**src/rtl/instruction_fetch_pkg.sv**
```systemverilog
`default_nettype none
// ============================================================================
// Module : instruction_fetch_pkg
// Brief  : Constants and types shared between the fetch stage and the
//          instruction decoder. Provides the bubble word, the opcode
//          encodings, the fetch FSM state encoding and the PC-mux select.
// Rev    : 1.0  initial release
// ============================================================================
package instruction_fetch_pkg;

  // Bubble word injected into IF/ID; its opcode field is OPC_NOP.
  localparam logic [31:0] NOP_INSTR = 32'hF000_0000;

  // Opcode field encodings (bits [31:26] of an instruction word).
  localparam logic [5:0] OPC_RTYPE = 6'b101010;
  localparam logic [5:0] OPC_VBNZ  = 6'b100010;
  localparam logic [5:0] OPC_VBENZ = 6'b100011;
  localparam logic [5:0] OPC_LD    = 6'b100000;
  localparam logic [5:0] OPC_SD    = 6'b100001;
  localparam logic [5:0] OPC_NOP   = 6'b111100;

  // Fetch FSM state encoding.
  typedef enum logic [1:0] {
    FETCH_IDLE  = 2'd0,
    FETCH_RUN   = 2'd1,
    FETCH_DRAIN = 2'd2,
    FETCH_DONE  = 2'd3
  } fetch_state_e;

  // Next-PC source.
  typedef enum logic [1:0] {
    PC_HOLD = 2'd0,
    PC_INC  = 2'd1,
    PC_LOAD = 2'd2
  } pc_sel_e;

endpackage
`default_nettype wire

```
**src/rtl/instruction_fetch_fetch_pc.sv**
```systemverilog
`default_nettype none
// ============================================================================
// Module : fetch_pc
// Brief  : Program counter register with its next-PC mux.
//          sel = PC_HOLD keeps the PC, PC_INC adds one (wrapping modulo
//          2^PC_W), PC_LOAD takes the redirect target unmodified.
// Ports  : clk, reset (sync, active-high), sel (next-PC source),
//          target (redirect address), pc (current PC).
// Rev    : 1.0  initial release
// ============================================================================
module fetch_pc
  import instruction_fetch_pkg::*;
#(
  parameter int PC_W = 32
) (
  input  logic            clk,
  input  logic            reset,
  input  pc_sel_e         sel,
  input  logic [PC_W-1:0] target,
  output logic [PC_W-1:0] pc
);

  logic [PC_W-1:0] pc_q;
  logic [PC_W-1:0] pc_d;

  always_comb begin
    pc_d = pc_q;
    case (sel)
      PC_INC:  pc_d = pc_q + PC_W'(1);  // natural wrap at 2^PC_W
      PC_LOAD: pc_d = target;
      default: pc_d = pc_q;
    endcase
  end

  always_ff @(posedge clk) begin
    if (reset) begin
      pc_q <= '0;
    end else begin
      pc_q <= pc_d;
    end
  end

  assign pc = pc_q;

endmodule
`default_nettype wire

```
**src/rtl/instruction_fetch.sv**
```systemverilog
`default_nettype none
// ============================================================================
// Module : instruction_fetch
// Brief  : Fetch stage plus IF/ID pipeline register. Reads a combinational
//          instruction memory at the current PC, registers the word and its
//          PC for the decoder, honours hazard stalls and EX-stage branch
//          redirects, and on the all-zero end-of-program word drains the
//          pipe with bubbles before raising done.
// Ports  : clk, reset (sync, active-high), start, stall, branch_taken,
//          branch_target, imem_addr/imem_data (instruction memory),
//          if_id_instr/if_id_pc/if_id_valid (to decode), pc, done.
// Rev    : 1.0  initial release
// ============================================================================
module instruction_fetch
  import instruction_fetch_pkg::*;
#(
  parameter int          PC_W         = 32,
  parameter int          IMEM_AW      = 8,
  parameter int          DRAIN_CYCLES = 4,
  parameter logic [31:0] NOP_INSTR    = instruction_fetch_pkg::NOP_INSTR
) (
  input  logic               clk,
  input  logic               reset,
  input  logic               start,
  input  logic               stall,
  input  logic               branch_taken,
  input  logic [PC_W-1:0]    branch_target,
  output logic [IMEM_AW-1:0] imem_addr,
  input  logic [31:0]        imem_data,
  output logic [31:0]        if_id_instr,
  output logic [PC_W-1:0]    if_id_pc,
  output logic               if_id_valid,
  output logic [PC_W-1:0]    pc,
  output logic               done
);

  localparam logic [1:0] S_IDLE  = FETCH_IDLE;
  localparam logic [1:0] S_RUN   = FETCH_RUN;
  localparam logic [1:0] S_DRAIN = FETCH_DRAIN;
  localparam logic [1:0] S_DONE  = FETCH_DONE;

  localparam logic [3:0] DRAIN_LOAD = 4'(DRAIN_CYCLES - 1);

  logic [1:0]      state_q, state_d;
  logic [3:0]      cnt_q, cnt_d;
  logic [31:0]     instr_q, instr_d;
  logic [PC_W-1:0] ifpc_q, ifpc_d;
  logic            valid_q, valid_d;
  pc_sel_e         pc_sel;

  fetch_pc #(
    .PC_W (PC_W)
  ) u_fetch_pc (
    .clk    (clk),
    .reset  (reset),
    .sel    (pc_sel),
    .target (branch_target),
    .pc     (pc)
  );

  // Fetch address aliases modulo 2^IMEM_AW.
  assign imem_addr = pc[IMEM_AW-1:0];

  always_comb begin
    state_d = state_q;
    cnt_d   = cnt_q;
    instr_d = instr_q;
    ifpc_d  = ifpc_q;
    valid_d = valid_q;
    pc_sel  = PC_HOLD;

    case (state_q)
      S_IDLE: begin
        // Nothing is fetched in the start cycle; RUN begins next cycle.
        instr_d = NOP_INSTR;
        valid_d = 1'b0;
        if (start) begin
          state_d = S_RUN;
        end
      end

      S_RUN: begin
        if (branch_taken) begin
          // Redirect wins over stall and over an end marker; the word
          // currently on imem_data is wrong-path and gets flushed.
          pc_sel  = PC_LOAD;
          instr_d = NOP_INSTR;
          valid_d = 1'b0;
        end else if (stall) begin
          // Hold everything (defaults).
        end else if (imem_data == 32'd0) begin
          instr_d = NOP_INSTR;
          valid_d = 1'b0;
          cnt_d   = DRAIN_LOAD;
          state_d = S_DRAIN;
        end else begin
          pc_sel  = PC_INC;
          instr_d = imem_data;
          ifpc_d  = pc;
          valid_d = 1'b1;
        end
      end

      S_DRAIN: begin
        // Stall is ignored here: only bubbles are being issued.
        instr_d = NOP_INSTR;
        valid_d = 1'b0;
        if (branch_taken) begin
          // An older branch still in flight resolved taken: resume fetch.
          pc_sel  = PC_LOAD;
          cnt_d   = 4'd0;
          state_d = S_RUN;
        end else if (cnt_q == 4'd0) begin
          state_d = S_DONE;
        end else begin
          cnt_d = cnt_q - 4'd1;
        end
      end

      default: begin
        // DONE: terminal until reset.
        instr_d = NOP_INSTR;
        valid_d = 1'b0;
      end
    endcase
  end

  always_ff @(posedge clk) begin
    if (reset) begin
      state_q <= S_IDLE;
      cnt_q   <= 4'd0;
      instr_q <= NOP_INSTR;
      ifpc_q  <= '0;
      valid_q <= 1'b0;
    end else begin
      state_q <= state_d;
      cnt_q   <= cnt_d;
      instr_q <= instr_d;
      ifpc_q  <= ifpc_d;
      valid_q <= valid_d;
    end
  end

  assign if_id_instr = instr_q;
  assign if_id_pc    = ifpc_q;
  assign if_id_valid = valid_q;
  assign done        = (state_q == S_DONE);

endmodule
`default_nettype wire
```
**config.mk**
```make
export PLATFORM = sky130hd
export DESIGN_NAME = instruction_fetch
export DESIGN_NICKNAME = d
export VERILOG_FILES = /design/src/rtl/instruction_fetch_pkg.sv /design/src/rtl/instruction_fetch_fetch_pc.sv /design/src/rtl/instruction_fetch.sv
export SDC_FILE = /design/constraint.sdc
export NUM_CORES = 1
export LEC_CHECK = 0
export CAP_MARGIN = 20
export CORE_ASPECT_RATIO = 0.9
export CORE_MARGIN = 2
export CORE_UTILIZATION = 30
export DETAILED_ROUTE_END_ITERATION = 8
export SYNTH_ARGS = -nofsm -noshare
export SYNTH_HDL_FRONTEND = slang
export SYNTH_HIERARCHICAL = 1
export SYNTH_SLANG_ARGS = --single-unit
export TNS_END_PERCENT = 20
```
**constraint.sdc**
```tcl
create_clock -name clk -period 3.35 [get_ports clk]
set_clock_uncertainty 0.05 [all_clocks]
set_input_delay 1.005 -clock clk [delete_from_list [all_inputs] [get_ports clk]]
set_output_delay 1.005 -clock clk [all_outputs]
set_load 0.005 [all_outputs]
```
# Word level (Yosys, flattened, before mapping)
# Cells that the tools add are included.
# word_totals
elab_cells	54
reg_bits	103
# classes
bitwise_logic	4
n_reduce_logical	10
addsub	2
n_mux	21
eq_ne	11
# ops
operator	count
32-bit one-hot mux with 2 select lines	1
32-bit by 1-bit adder with 32-bit output, second input constant	1
32-bit zero test	1
32-bit 2-to-1 mux	1
4-bit 2-to-1 mux	5
2-bit 2-to-1 mux	8
2-bit inequality test, second input constant	4
4-bit one-hot mux with 2 select lines	1
2-bit equality test, second input constant	3
3-bit inequality test, second input constant	2
2-bit one-hot mux with 3 select lines	1
6-bit AND reduction	1
5-bit AND reduction	1
2-bit by 1-bit equality test with 1-bit output, second input constant	2
4-bit zero test	1
1-bit NOT	4
2-bit one-hot mux with 2 select lines	1
4-bit AND reduction	1
2-bit nonzero test	2
4-bit by 1-bit subtractor with 4-bit output, second input constant	1
1-bit 2-to-1 mux	3
3-bit nonzero test	1
3-bit OR reduction	1
2-bit zero test	1

# Logic depth before layout (Yosys ltp)
# logic_depth
depth_word	7
ltp_mapped	14

# Cells and area by module
# The synthesis kept the hierarchy.
# modules_own_cells
mod	seq_area_each_um2	cells_per_inst	instances	area_per_inst_um2
instruction_fetch	1421.4	269	1	2879.0
fetch_pc	640.6	279	1	2043.2

# Least setup slack after synthesis
# Ideal clock, no wire load.
# synth_timing
kind	input -> register
start	input imem_data[8]
end	register u_fetch_pc.pc_q[15], in the netlist u_fetch_pc/pc[15]
slack_ps	-229
t_arrival_ps	3454
path_stages	11
path_cell_list	nor4_1 -> nand4_2 -> or2_1 -> and3_1 -> inv_1 -> ha_1 -> or2_2 -> clkbuf_1 -> clkbuf_1 -> or4_1 -> a31oi_1
# synth_via
elab_chain_cells	7
# synth_rtl
item	line	text
start: declaration	instruction_fetch.sv:29	input logic [31:0] imem_data,
32-bit zero test (*)	instruction_fetch.sv:91	end else if (imem_data == 32'd0) begin
1-bit 2-to-1 mux (*)	instruction_fetch.sv:91	
1-bit 2-to-1 mux (*)	instruction_fetch.sv:89	end else if (stall) begin
2-bit 2-to-1 mux (*)	instruction_fetch.sv:83	if (branch_taken) begin
2-bit one-hot mux with 2 select lines (*)	instruction_fetch.sv:72	case (state_q)
named net pc_sel[0]	instruction_fetch.sv:49	pc_sel_e pc_sel;
2-bit equality test / 2-bit by 1-bit equality test with 1-bit output (equally long branches)	instruction_fetch_fetch_pc.sv:28	case (sel)
32-bit one-hot mux with 2 select lines / 2-bit nonzero test (equally long branches)	--	
end signal: assignment	instruction_fetch_fetch_pc.sv:39	pc_q <= pc_d;
end: declaration	instruction_fetch_fetch_pc.sv:23	logic [PC_W-1:0] pc_q;
# The timed path passes the listed nets; every way through them passes the cells marked *.
# A chain may end at the register's enable or synchronous reset.

# Worst setup path in the final report
# layout_timing
start	input imem_data[17]
end	register u_fetch_pc.pc_q[30], in the netlist u_fetch_pc/pc[30]
# Same word-level chain as after synthesis.

==> flow_summary_export.csv <==
group,metric,value,unit
outcome,outcome,"finished clean",
power_and_ir_drop,p_clk_frac,0.345,
place,placedCellCount,923,
place,hpwl,11.42,mm
floorplanning,coreArea,16080,um^2
clock_tree,clock-sinks,103,
global_route,grt_max_degree,71,
floorplanning,start_util,0.3062,
final_layout,nNetsFinal,811,
sta,rsz0062_at_grt,"no",
setup_path,cp_data_arrival_time,3.54,ns
global_route,grt-ovfl-total,0,
yosys,synth_seq_cells,103,
power_and_ir_drop,vdd_drop_max,268.5,uV
flow_run,maxCapViolations,0,
final_layout,seq_area,2062,um^2
setup_path,worstPathRequired,3.60,ns
clock_tree,ctsHtreeMaxLevel,3,
place,place_congestion,0.8320,
drt,vias_per_cell,5.297,
drt,drcViolationCount,0,
power_and_ir_drop,power_density,422.1,nW/um^2
final_layout,final_common_cell,"clkdlybuf4s50_1",
final_layout,antenna_cells,0,
drt,num_vias,5006,
yosys,yosysWarningCount,6,
floorplanning,fp.dieW,139.0,um
yosys,yosys.area.top_type,"dfxtp_1",
sta,timing.fmax,303.9,MHz
drt,wl_per_cell,17.27,um
final_layout,drive_gt1_frac,0.1192,
yosys,synthTopCellsByArea,"dfxtp_1 42%, mux2i_1 7.9%, nor2_1 5.6%",
drt,routed_wl,16.32,mm
yosys,synth.avg_cell_area,8.982,um^2
clock_tree,clockBufferDepth,2,
yosys,ys_seq_area_frac,0.4189,
sta,timing.setup.tns,0,ns
yosys,synth_edf_count,0,
sta,maxSlewViolCount,0,
setup_path,path_max_fanout,5,
power_and_ir_drop,p_leak,2.945,nW
yosys,postSynthCellCount,548,
clock_tree,cts_made_buffers,9,
drt,drt_iter0_drc,512,
final_layout,final_cells,945,
final_layout,layout_common_cells,"149 x clkdlybuf4s50_1, 103 x dfxtp_1, 73 x nor2_1",
drt,first_pass_iters,7,
floorplanning,die_h,125.5,um
sta,finalSetupViolations,0,
hold_path,hold_class,"register to register",
place,preCtsSetupSlack,-0.5255,ns
global_route,antenna_found_initial,0,
sta,slew_headroom,0.4827,
yosys,synth_nets,625,
place,portBuffers,174,
global_route,grt_pass1_wl,25.69,mm
yosys,syn-cell-area,4922,um^2
setup_path,endpoint_kind,"register",
yosys,ys.flop_type,"dfxtp_1",
setup_path,critPathLaunchType,"input port",
power_and_ir_drop,p_int,2.234,mW
clock_tree,cts_tree,"built",
setup_path,critPathKind,"input port to register",
drt,ant_nets,0,
global_route,grt_use_total,0.1799,
power_and_ir_drop,p_sw,919.8,uW
yosys,async_flop_share,0,
final_layout,fillers,1538,
sta,worst_slew_pin_slew,0.7760,ns
floorplanning,ios,175,
final_layout,area_delta_synth_final,51.78,%
sta,period_minus_slack,3.290,ns
power_and_ir_drop,power_frac_comb,0.224,
power_and_ir_drop,swShare,0.2917,
yosys,synth_cell_types,54,
sta,final_hold_viol_count,0,
floorplanning,num_rows,44,
sta,setup_ws,0.05960,ns
floorplanning,die-area,17450,um^2
power_and_ir_drop,seqPwrFrac,0.431,
yosys,synthDominantCellAreaShare,0.4189,
clock_tree,clk_latency,0.35,ns
final_layout,multiInputGateArea,2668,um^2
clock_tree,clk_pin_slew,0.07,ns
sta,fin_crit_sh,0.9822,
clock_tree,root_buffer,"clkbuf_16",
power_and_ir_drop,power,3.153,mW
global_route,grt_pass1_vias,4856,
==> worst max-delay path, stage by stage <==
cell and delay, ns:
clkdlybuf4s50_1 0.47, nor4_4 0.19, nand4_2 0.15, or2_4 0.28
and3_4 0.17, inv_2 0.05, ha_4 0.20, or2_4 0.26
or4_1 0.51, nor3_1 0.13, or3_1 0.12
==> path summary, 6_finish.rpt <==
kind                                startpoint                end  slack (ns)  depth (start not counted)
worst min-delay path            if_id_instr[4]     if_id_instr[4]        0.43                          1
worst max-delay path             imem_data[17]  u_fetch_pc/pc[30]        0.06                         11
worst min register to register  if_id_instr[4]     if_id_instr[4]        0.43                          1
worst max register to register      state_q[1]  u_fetch_pc/pc[24]        0.68                         12
==> routing by layer <==
metal,wire length [um],share of wire,track usage
met1,7330,0.45,0.2371
met2,7735,0.47,0.2944
met3,984,0.060,0.04443
met4,272,0.017,0.04991
met5,0,0,0
==> area by class of cell <==
cell class | instances | area share
multi-input combinational | 385 | 0.3571
timing repair buffer | 217 | 0.2834
sequential | 103 | 0.2760
tap | 207 | 0.03467
clock buffer | 11 | 0.03249
inverter | 18 | 0.009044
clock inverter | 4 | 0.007369
==> cell usage after synthesis (8+ instances only) <==
cell type / count
dfxtp_1: 103
nor2_1: 73
mux2i_1: 39
a21oi_1: 28
a22o_1: 28
nand2_1: 28
clkbuf_1: 22
nor3_1: 18
inv_1: 17
nand3_1: 17
a22oi_1: 14
o21ai_0: 13
o211ai_1: 11
a31oi_1: 10
nand4_1: 10
nor4_2: 9
buf_4: 8
ha_1: 8
or4_1: 8
==> flip-flops by register name, summed over array words and instances (netlist names) <==
| name | cells |
|---|---|
| cnt_q | 4 |
| if_id_instr | 32 |
| u_fetch_pc/pc | 32 |
| if_id_valid | 1 |
| if_id_pc | 32 |
| state_q | 2 |
==> kinds of logic (layout without fill, tap and decap cells) <==
group | Yosys count | in the layout | synth area share
muxes | 39 | 39 | 0.07931
buffers and inverters | 61 | 250 | 0.06431
DFF | 103 | 103 | 0.4189
and+or+nand+nor | 201 | 202 | 0.2178
AOI/OAI and AO/OA | 136 | 136 | 0.1993
adders and majority gates | 8 | 8 | 0.02034
==> stage by stage <==
| step | utilization | cell area (um^2) | hold WS, ns |
|---|---|---|---|
| after floorplan | - | 5024 | 0.4105 |
| after global placement | 0.4383 | 7046 | 0.4144 |
| after detailed placement | 0.4383 | 7046 | 0.4165 |
| after CTS | 0.4583 | 7367 | 0.4397 |
| after global routing | 0.4647 | 7471 | 0.4528 |
| final | 0.4647 | 7471 | 0.4338 |
==> timing repair <==
action | CTS | global route
buffers inserted | 3 | 2
cloned | 1 | 0
pin swaps | 6 | 9
resized for setup | 7 | 22
endpoints found under the setup margin | 10 | 18
hold buffers | 0 | 0
==> power by group through the flow <==
stage	clock (mW)	sequential [mW]	combinational (mW)
2_1_floorplan	0	1.37	0.393
3_3_place_gp	0	1.38	0.671
3_5_place_dp	0	1.39	0.688
4_1_cts	1.12	1.36	0.699
5_1_grt	1.17	1.37	0.762
6_report	1.09	1.36	0.706
Note: power is estimated with default switching activity, not from simulation.
